===== config.mk =====
export PLATFORM = sky130hd
export DESIGN_NAME = mem_bus_arbiter
export DESIGN_NICKNAME = d
export VERILOG_FILES = /design/src/rtl/mem_bus_arbiter_pkg.sv /design/src/rtl/mem_arb_perf.sv /design/src/rtl/mem_bus_arbiter.sv
export SDC_FILE = /design/constraint.sdc
export NUM_CORES = 1
export LEC_CHECK = 0
export BUFFER_PORTS_ARGS = -buffer_cell sky130_fd_sc_hd__buf_4
export CORE_AREA = 2 2 145 147
export DETAILED_ROUTE_END_ITERATION = 8
export DIE_AREA = 0 0 147 149
export SYNTH_ARGS = -nofsm -noshare
export SYNTH_HDL_FRONTEND = slang
export SYNTH_SLANG_ARGS = --single-unit

===== constraint.sdc =====
create_clock -name clk -period 2 [get_ports clk]
set_input_delay 0.4 -clock clk [delete_from_list [all_inputs] [get_ports clk]]
set_output_delay 0.4 -clock clk [all_outputs]
set_load 0.005 [all_outputs]

===== src/rtl/mem_bus_arbiter_pkg.sv =====
// -----------------------------------------------------------------------------
// mem_bus_arbiter_pkg
// Shared encodings for the IF/MEM memory-bus arbiter:
//   arb_state_t : arbiter FSM states (ARB_IDLE / ARB_ADDR / ARB_DATA, 2 bits)
//   owner_t     : requester that owns the outstanding transaction
//   size_t      : bus access size encodings (byte / half / word)
// -----------------------------------------------------------------------------
package mem_bus_arbiter_pkg;

   typedef enum logic [1:0] {
      ARB_IDLE = 2'd0,
      ARB_ADDR = 2'd1,
      ARB_DATA = 2'd2
   } arb_state_t;

   typedef enum logic {
      OWN_INST = 1'b0,
      OWN_DATA = 1'b1
   } owner_t;

   typedef enum logic [1:0] {
      SIZE_B = 2'd0,
      SIZE_H = 2'd1,
      SIZE_W = 2'd2
   } size_t;

endpackage


===== src/rtl/mem_arb_perf.sv =====
// -----------------------------------------------------------------------------
// mem_arb_perf
// Performance counters for mem_bus_arbiter. Only built when MEM_ARB_PERF_EN
// is defined; otherwise this file contributes nothing.
// Ports:
//   clk, rst      : system clock, synchronous active-high reset
//   inst_ok       : delivered instruction completion pulse
//   data_ok       : data completion pulse
//   wait_cyc      : a requester is stalled this cycle
//   inst_cnt      : number of delivered fetches (wraps at 2^32)
//   data_cnt      : number of completed data accesses (wraps at 2^32)
//   wait_cnt      : number of stalled cycles (wraps at 2^32)
// -----------------------------------------------------------------------------
`ifdef MEM_ARB_PERF_EN
module mem_arb_perf (
   input  logic        clk,
   input  logic        rst,
   input  logic        inst_ok,
   input  logic        data_ok,
   input  logic        wait_cyc,
   output logic [31:0] inst_cnt,
   output logic [31:0] data_cnt,
   output logic [31:0] wait_cnt
);

   always_ff @(posedge clk) begin
      if (rst) begin
         inst_cnt <= '0;
         data_cnt <= '0;
         wait_cnt <= '0;
      end else begin
         if (inst_ok)  inst_cnt <= inst_cnt + 32'd1;
         if (data_ok)  data_cnt <= data_cnt + 32'd1;
         if (wait_cyc) wait_cnt <= wait_cnt + 32'd1;
      end
   end

endmodule
`endif


===== src/rtl/mem_bus_arbiter.sv =====
// -----------------------------------------------------------------------------
// mem_bus_arbiter
// Shares one SRAM-like memory bus between the IF-stage fetch requester and the
// MEM-stage data requester. One transaction outstanding at a time, data has
// priority, fetches cancelled by a pipeline flush complete on the bus but their
// response is dropped.
// Optional feature: define MEM_ARB_PERF_EN to build the performance counters
// (mem_arb_perf); otherwise perf_* outputs are tied to zero.
// Ports:
//   clk, rst                       : clock, synchronous active-high reset
//   flush                          : pipeline flush, cancels fetches only
//   inst_req/inst_addr             : fetch request (level) and address
//   inst_data_ok/inst_rdata        : fetch completion pulse and data
//   data_req/wr/size/addr/wdata    : data request (level) and fields
//   data_data_ok/data_rdata        : data completion pulse and load data
//   bus_req/wr/size/addr/wdata     : downstream request, held until bus_addr_ok
//   bus_addr_ok/bus_data_ok/rdata  : downstream handshake and read data
//   stallreq_for_inst/_data        : requester waiting on its completion
//   perf_inst/data/wait_cnt        : performance counters
// -----------------------------------------------------------------------------
module mem_bus_arbiter (
   input  logic        clk,
   input  logic        rst,
   input  logic        flush,
   input  logic        inst_req,
   input  logic [31:0] inst_addr,
   output logic        inst_data_ok,
   output logic [31:0] inst_rdata,
   input  logic        data_req,
   input  logic        data_wr,
   input  logic [1:0]  data_size,
   input  logic [31:0] data_addr,
   input  logic [31:0] data_wdata,
   output logic        data_data_ok,
   output logic [31:0] data_rdata,
   output logic        bus_req,
   output logic        bus_wr,
   output logic [1:0]  bus_size,
   output logic [31:0] bus_addr,
   output logic [31:0] bus_wdata,
   input  logic        bus_addr_ok,
   input  logic        bus_data_ok,
   input  logic [31:0] bus_rdata,
   output logic        stallreq_for_inst,
   output logic        stallreq_for_data,
   output logic [31:0] perf_inst_cnt,
   output logic [31:0] perf_data_cnt,
   output logic [31:0] perf_wait_cnt
);

   import mem_bus_arbiter_pkg::*;

   arb_state_t state;
   owner_t     owner;
   logic       cancel;
   logic       resp;

   // Single FSM block. bus_req is a register (set on grant, cleared on
   // bus_addr_ok) so the downstream sees a glitch-free, stable request.
   // NOTE: all state here uses non-blocking assignments so every register
   // samples the pre-edge values, independent of statement order.
   always_ff @(posedge clk) begin
      if (rst) begin
         state     <= ARB_IDLE;
         owner     <= OWN_INST;
         cancel    <= 1'b0;
         bus_req   <= 1'b0;
         bus_wr    <= 1'b0;
         bus_size  <= 2'b00;
         bus_addr  <= '0;
         bus_wdata <= '0;
      end else begin
         case (state)
            ARB_IDLE: begin
               if (data_req) begin
                  owner     <= OWN_DATA;
                  bus_req   <= 1'b1;
                  bus_wr    <= data_wr;
                  bus_size  <= data_size;
                  bus_addr  <= data_addr;
                  bus_wdata <= data_wdata;
                  state     <= ARB_ADDR;
               end else if (inst_req && !flush) begin
                  owner     <= OWN_INST;
                  bus_req   <= 1'b1;
                  bus_wr    <= 1'b0;
                  bus_size  <= SIZE_W;
                  bus_addr  <= inst_addr;
                  bus_wdata <= '0;
                  state     <= ARB_ADDR;
               end
            end
            ARB_ADDR: begin
               // A request cannot be retracted; a flush only marks the fetch
               // so its response is dropped later.
               if (flush && owner == OWN_INST) cancel <= 1'b1;
               if (bus_addr_ok) begin
                  bus_req <= 1'b0;
                  state   <= ARB_DATA;
               end
            end
            ARB_DATA: begin
               if (bus_data_ok) begin
                  cancel <= 1'b0;
                  state  <= ARB_IDLE;
               end else if (flush && owner == OWN_INST) begin
                  cancel <= 1'b1;
               end
            end
            default: state <= ARB_IDLE;
         endcase
      end
   end

   // Completion is combinational on bus_data_ok so the pipeline advances in
   // the same cycle. bus_data_ok outside DATA is a protocol error and ignored;
   // a reset cycle never reports completion.
   assign resp         = (state == ARB_DATA) && bus_data_ok && !rst;
   assign inst_data_ok = resp && (owner == OWN_INST) && !cancel;
   assign data_data_ok = resp && (owner == OWN_DATA);
   assign inst_rdata   = bus_rdata;
   assign data_rdata   = bus_rdata;

   assign stallreq_for_inst = inst_req && !inst_data_ok;
   assign stallreq_for_data = data_req && !data_data_ok;

`ifdef MEM_ARB_PERF_EN
   mem_arb_perf u_perf (
      .clk      (clk),
      .rst      (rst),
      .inst_ok  (inst_data_ok),
      .data_ok  (data_data_ok),
      .wait_cyc (stallreq_for_inst || stallreq_for_data),
      .inst_cnt (perf_inst_cnt),
      .data_cnt (perf_data_cnt),
      .wait_cnt (perf_wait_cnt)
   );
`else
   assign perf_inst_cnt = '0;
   assign perf_data_cnt = '0;
   assign perf_wait_cnt = '0;
`endif

endmodule

==> results.md <==
* Status: completed
* Count of final hold-check violations at 0
* WHS at 285 ps
* # diodes at 0
* Max Fclk at 536 MHz
* Cell Chain, Critical Path: inv_1 > ha_1 > nand2_1 > nor4_2 > nor2b_1 > buf_4
* CP max FO at 3
* Largest net degree at the start of global routing at between 80 and 90
* End of the critical path: stallreq_for_inst
* Post-synth EDFFs at 0
* Pint at ~3.4 mW
* Die area at around 22000 sq um
* Crit path max-delay family: simple AND/OR/NAND/NOR gates
* Worst-margin pin slew at approximately 510 ps
* Crit Path Category: reg2out
* DIE HEIGHT at ~150 microns
* Maximum VDD drop at around 0.00033 V
* Setup violators final at 0
* Gate power share at roughly a quarter
* HP Start: bus_data_ok
* CTS tree: done
* Ranking of synthesized cells by area: dfxtp_1 30%, buf_4 25%, mux2i_1 7.2%
* R2R Path Start: state[1]
* Post-synthesis register bit count at 72
* Worst setup SP type: register
* Most numerous cell in the Yosys netlist: buf_4
* Buf/Inv on CP at 2
* All-Layer GR Usage at 9.59%
* Hpwl dp at 8.06 mm
* Via count at about 3500
* Total iterations of the first detailed-routing run at 4
* Yosys warns at 0
* Gate Count Post-Synth at roughly 530
* Mapped Area at between 4000 and 5000 sq um
* Antenna violations before repair at 0
* Clock transition at the registers of the reported paths at approximately 60 ps
* Drt total wl at between 10 and 15 mm
* Clock latency at the later pin of the worst-skew pair at 330 ps
* P per Cell Area at 794 nW/um^2
* Vias in the first global route at between 3000 and 4000
* Worst EP required at 1600 ps
* Hold Path Class: in2reg
* CTS buffer count at 9
* Share of Yosys cell area claimed by the top area cell type at around 30%
* Final ANT Viol Nets at 0
* Sequential share of power at 36.6%
* Clock Tree Buf Depth at 2
* RSZ-0062 raised after global routing: false
* Clock network power share at around 37%
* Syn Area/Cell at between 9 and 10 sq um
* Crit. Startpoint: state[0]
* IO buf count at between 150 and 200
* Core box area at slightly above 20000 sq um
* CP Depth at 6
* Net switching share of the total power at between 20 and 30%
* Remaining DRCs at 0
* Main synth FF type: dfxtp_1
* Finished Cell Area at a little under 6000 sq um
* R2R Setup Slk at roughly 500 ps
* Most common library cells after synthesis: 164 x buf_4, 72 x dfxtp_1, 38 x nand2b_1
* Layout cell share with drive strength beyond 1 at 37.4%
* Area grow syn2layout at 21.4%
* Data arrival time of the worst path at 1470 ps
* Final global-route overflow total at 0
* Post-Route Setup TNS at 0 ps
* Via density at 3.83
* Count of pins over their slew limit at 0
* Fin nets at 773
* Fin Clk Skew at 8.95 ps
* Routability congestion estimate at around 0.71
* # rows at between 50 and 60
* Sequential-to-total area share from yosys stat at 29.8%
* H-tree levels at 3
* I/O pin cnt at 370
* Max stage delay cell, worst path: dfxtp_1
* Global-route wire length before repair at approximately 16 mm
* Post-synth cell types at 34
* R2R cell count at 6
* MaxCap Viol Count at 0
* Fin crit period at 1870 ps
* 1st-iter DRT viols at 38
* WL per Instance at 12.0 microns
* CTS Sinks at 72
* Post-placement cell count at between 800 and 900
* Chip width at approximately 150 microns
* Cell taking the most area after synthesis: dfxtp_1
* CP max stage delay at between 300 and 400 ps
* Non-filler cells, final at 911
* Leakage at roughly 2.8 nW
* Worst R2R End: state[0]
* CTS root buf: clkbuf_16
* Net switching power at 1.29 mW
* Starting density of the core at roughly a quarter
* Setup crit end kind: output pin
* Tcrit/Tclk final at between 90% and 100%
* Async SR Flop Fraction at 0%
* DP Area at 5560 sq um
* Post-CTS setup buffer count at 0
* Relative slew margins at 66.1%
[power groups by stage]
stage / combinational, mW / clock (mW) / sequential (mW)
6_report: 1.24 / 1.71 / 1.71
5_1_grt: 1.37 / 1.85 / 1.73
4_1_cts: 1.26 / 1.81 / 1.71
3_5_place_dp: 1.26 / 0 / 1.74
3_3_place_gp: 1.25 / 0 / 1.74
2_1_floorplan: 0.931 / 0 / 1.75
[state kept, by name, indices dropped and copies added, names as in the netlist]
| signal | flops |
|---|---|
| cancel | 1 |
| bus_wr | 1 |
| bus_addr | 32 |
| bus_wdata | 32 |
| owner | 1 |
| bus_req | 1 |
| bus_size | 2 |
| state | 2 |
[placed cells by master (no fill, tap or decap), drive strengths merged, types with 2 or more instances in the layout]
cell type	instances
a31oi	2
nor2b	36
mux2i	35
inv	7
o211a	2
dfxtp	72
bufinv	2
o21ai	33
buf	186
o221ai	2
mux2	32
nand4b	32
nand2	3
clkinvlp	2
clkbuf	9
conb	96
o21a	2
ha	3
nand2b	38
clkinv	2
nor2	32
[per-stage QoR]
step | worst slack (ps) | power (mW) | utilization, %
6_report | 133 | 4.66 | 28.6
5_1_grt | 14.2 | 4.95 | 28.6
4_1_cts | 22.1 | 4.78 | 28.6
3_5_place_dp | 353 | 3.00 | 27.0
3_3_place_gp | 376 | 2.99 | 27.0
2_1_floorplan | 564 | 2.68 | -
[area by class of cell]
class | instances | area [sq um]
Fill cell | 2233 | 14700
Multi-Input combinational cell | 356 | 2310
Sequential cell | 72 | 1440
Inverter | 7 | 26.3
Clock inverter | 6 | 85.1
Clock buffer | 9 | 225
Timing Repair Buffer | 186 | 1450
Tap cell | 275 | 344
[kinds of logic after synthesis]
| kind of cell | synth area share, % |
|---|---|
| simple gates | 18.6 |
| other cells | 0.0774 |
| mux | 14.8 |
| buf+inv | 30.2 |
| flops | 29.8 |
| fa+ha+maj | 0.775 |
| compound gates | 5.74 |
[how the worst min path moves through the flow]
stage	cells after the start	to	slack, ps
after floorplan	2	bus_wdata[27]	460
final	2	cancel	290
after detailed placement	2	bus_wdata[18]	460
after global routing	2	cancel	280
after global placement	1	bus_size[1]	450
after CTS	2	cancel	260
[routing by layer]
metal  GRT usage, %  share of wire [%]  up-vias
met1           10.6                 39     1556
met4           5.19                4.0        0
met2           15.7                 47      185
met5              0                  0        -
li1               -                  -     1706
met3           4.07                 11       41
[repair_timing]
item                                    4_1_cts  5_1_grt
pin swaps                                     0        0
hold buffers                                  0        0
gates resized for setup                       1        1
endpoints found under the setup margin        1        1
Power figures use the tool's default switching activity.
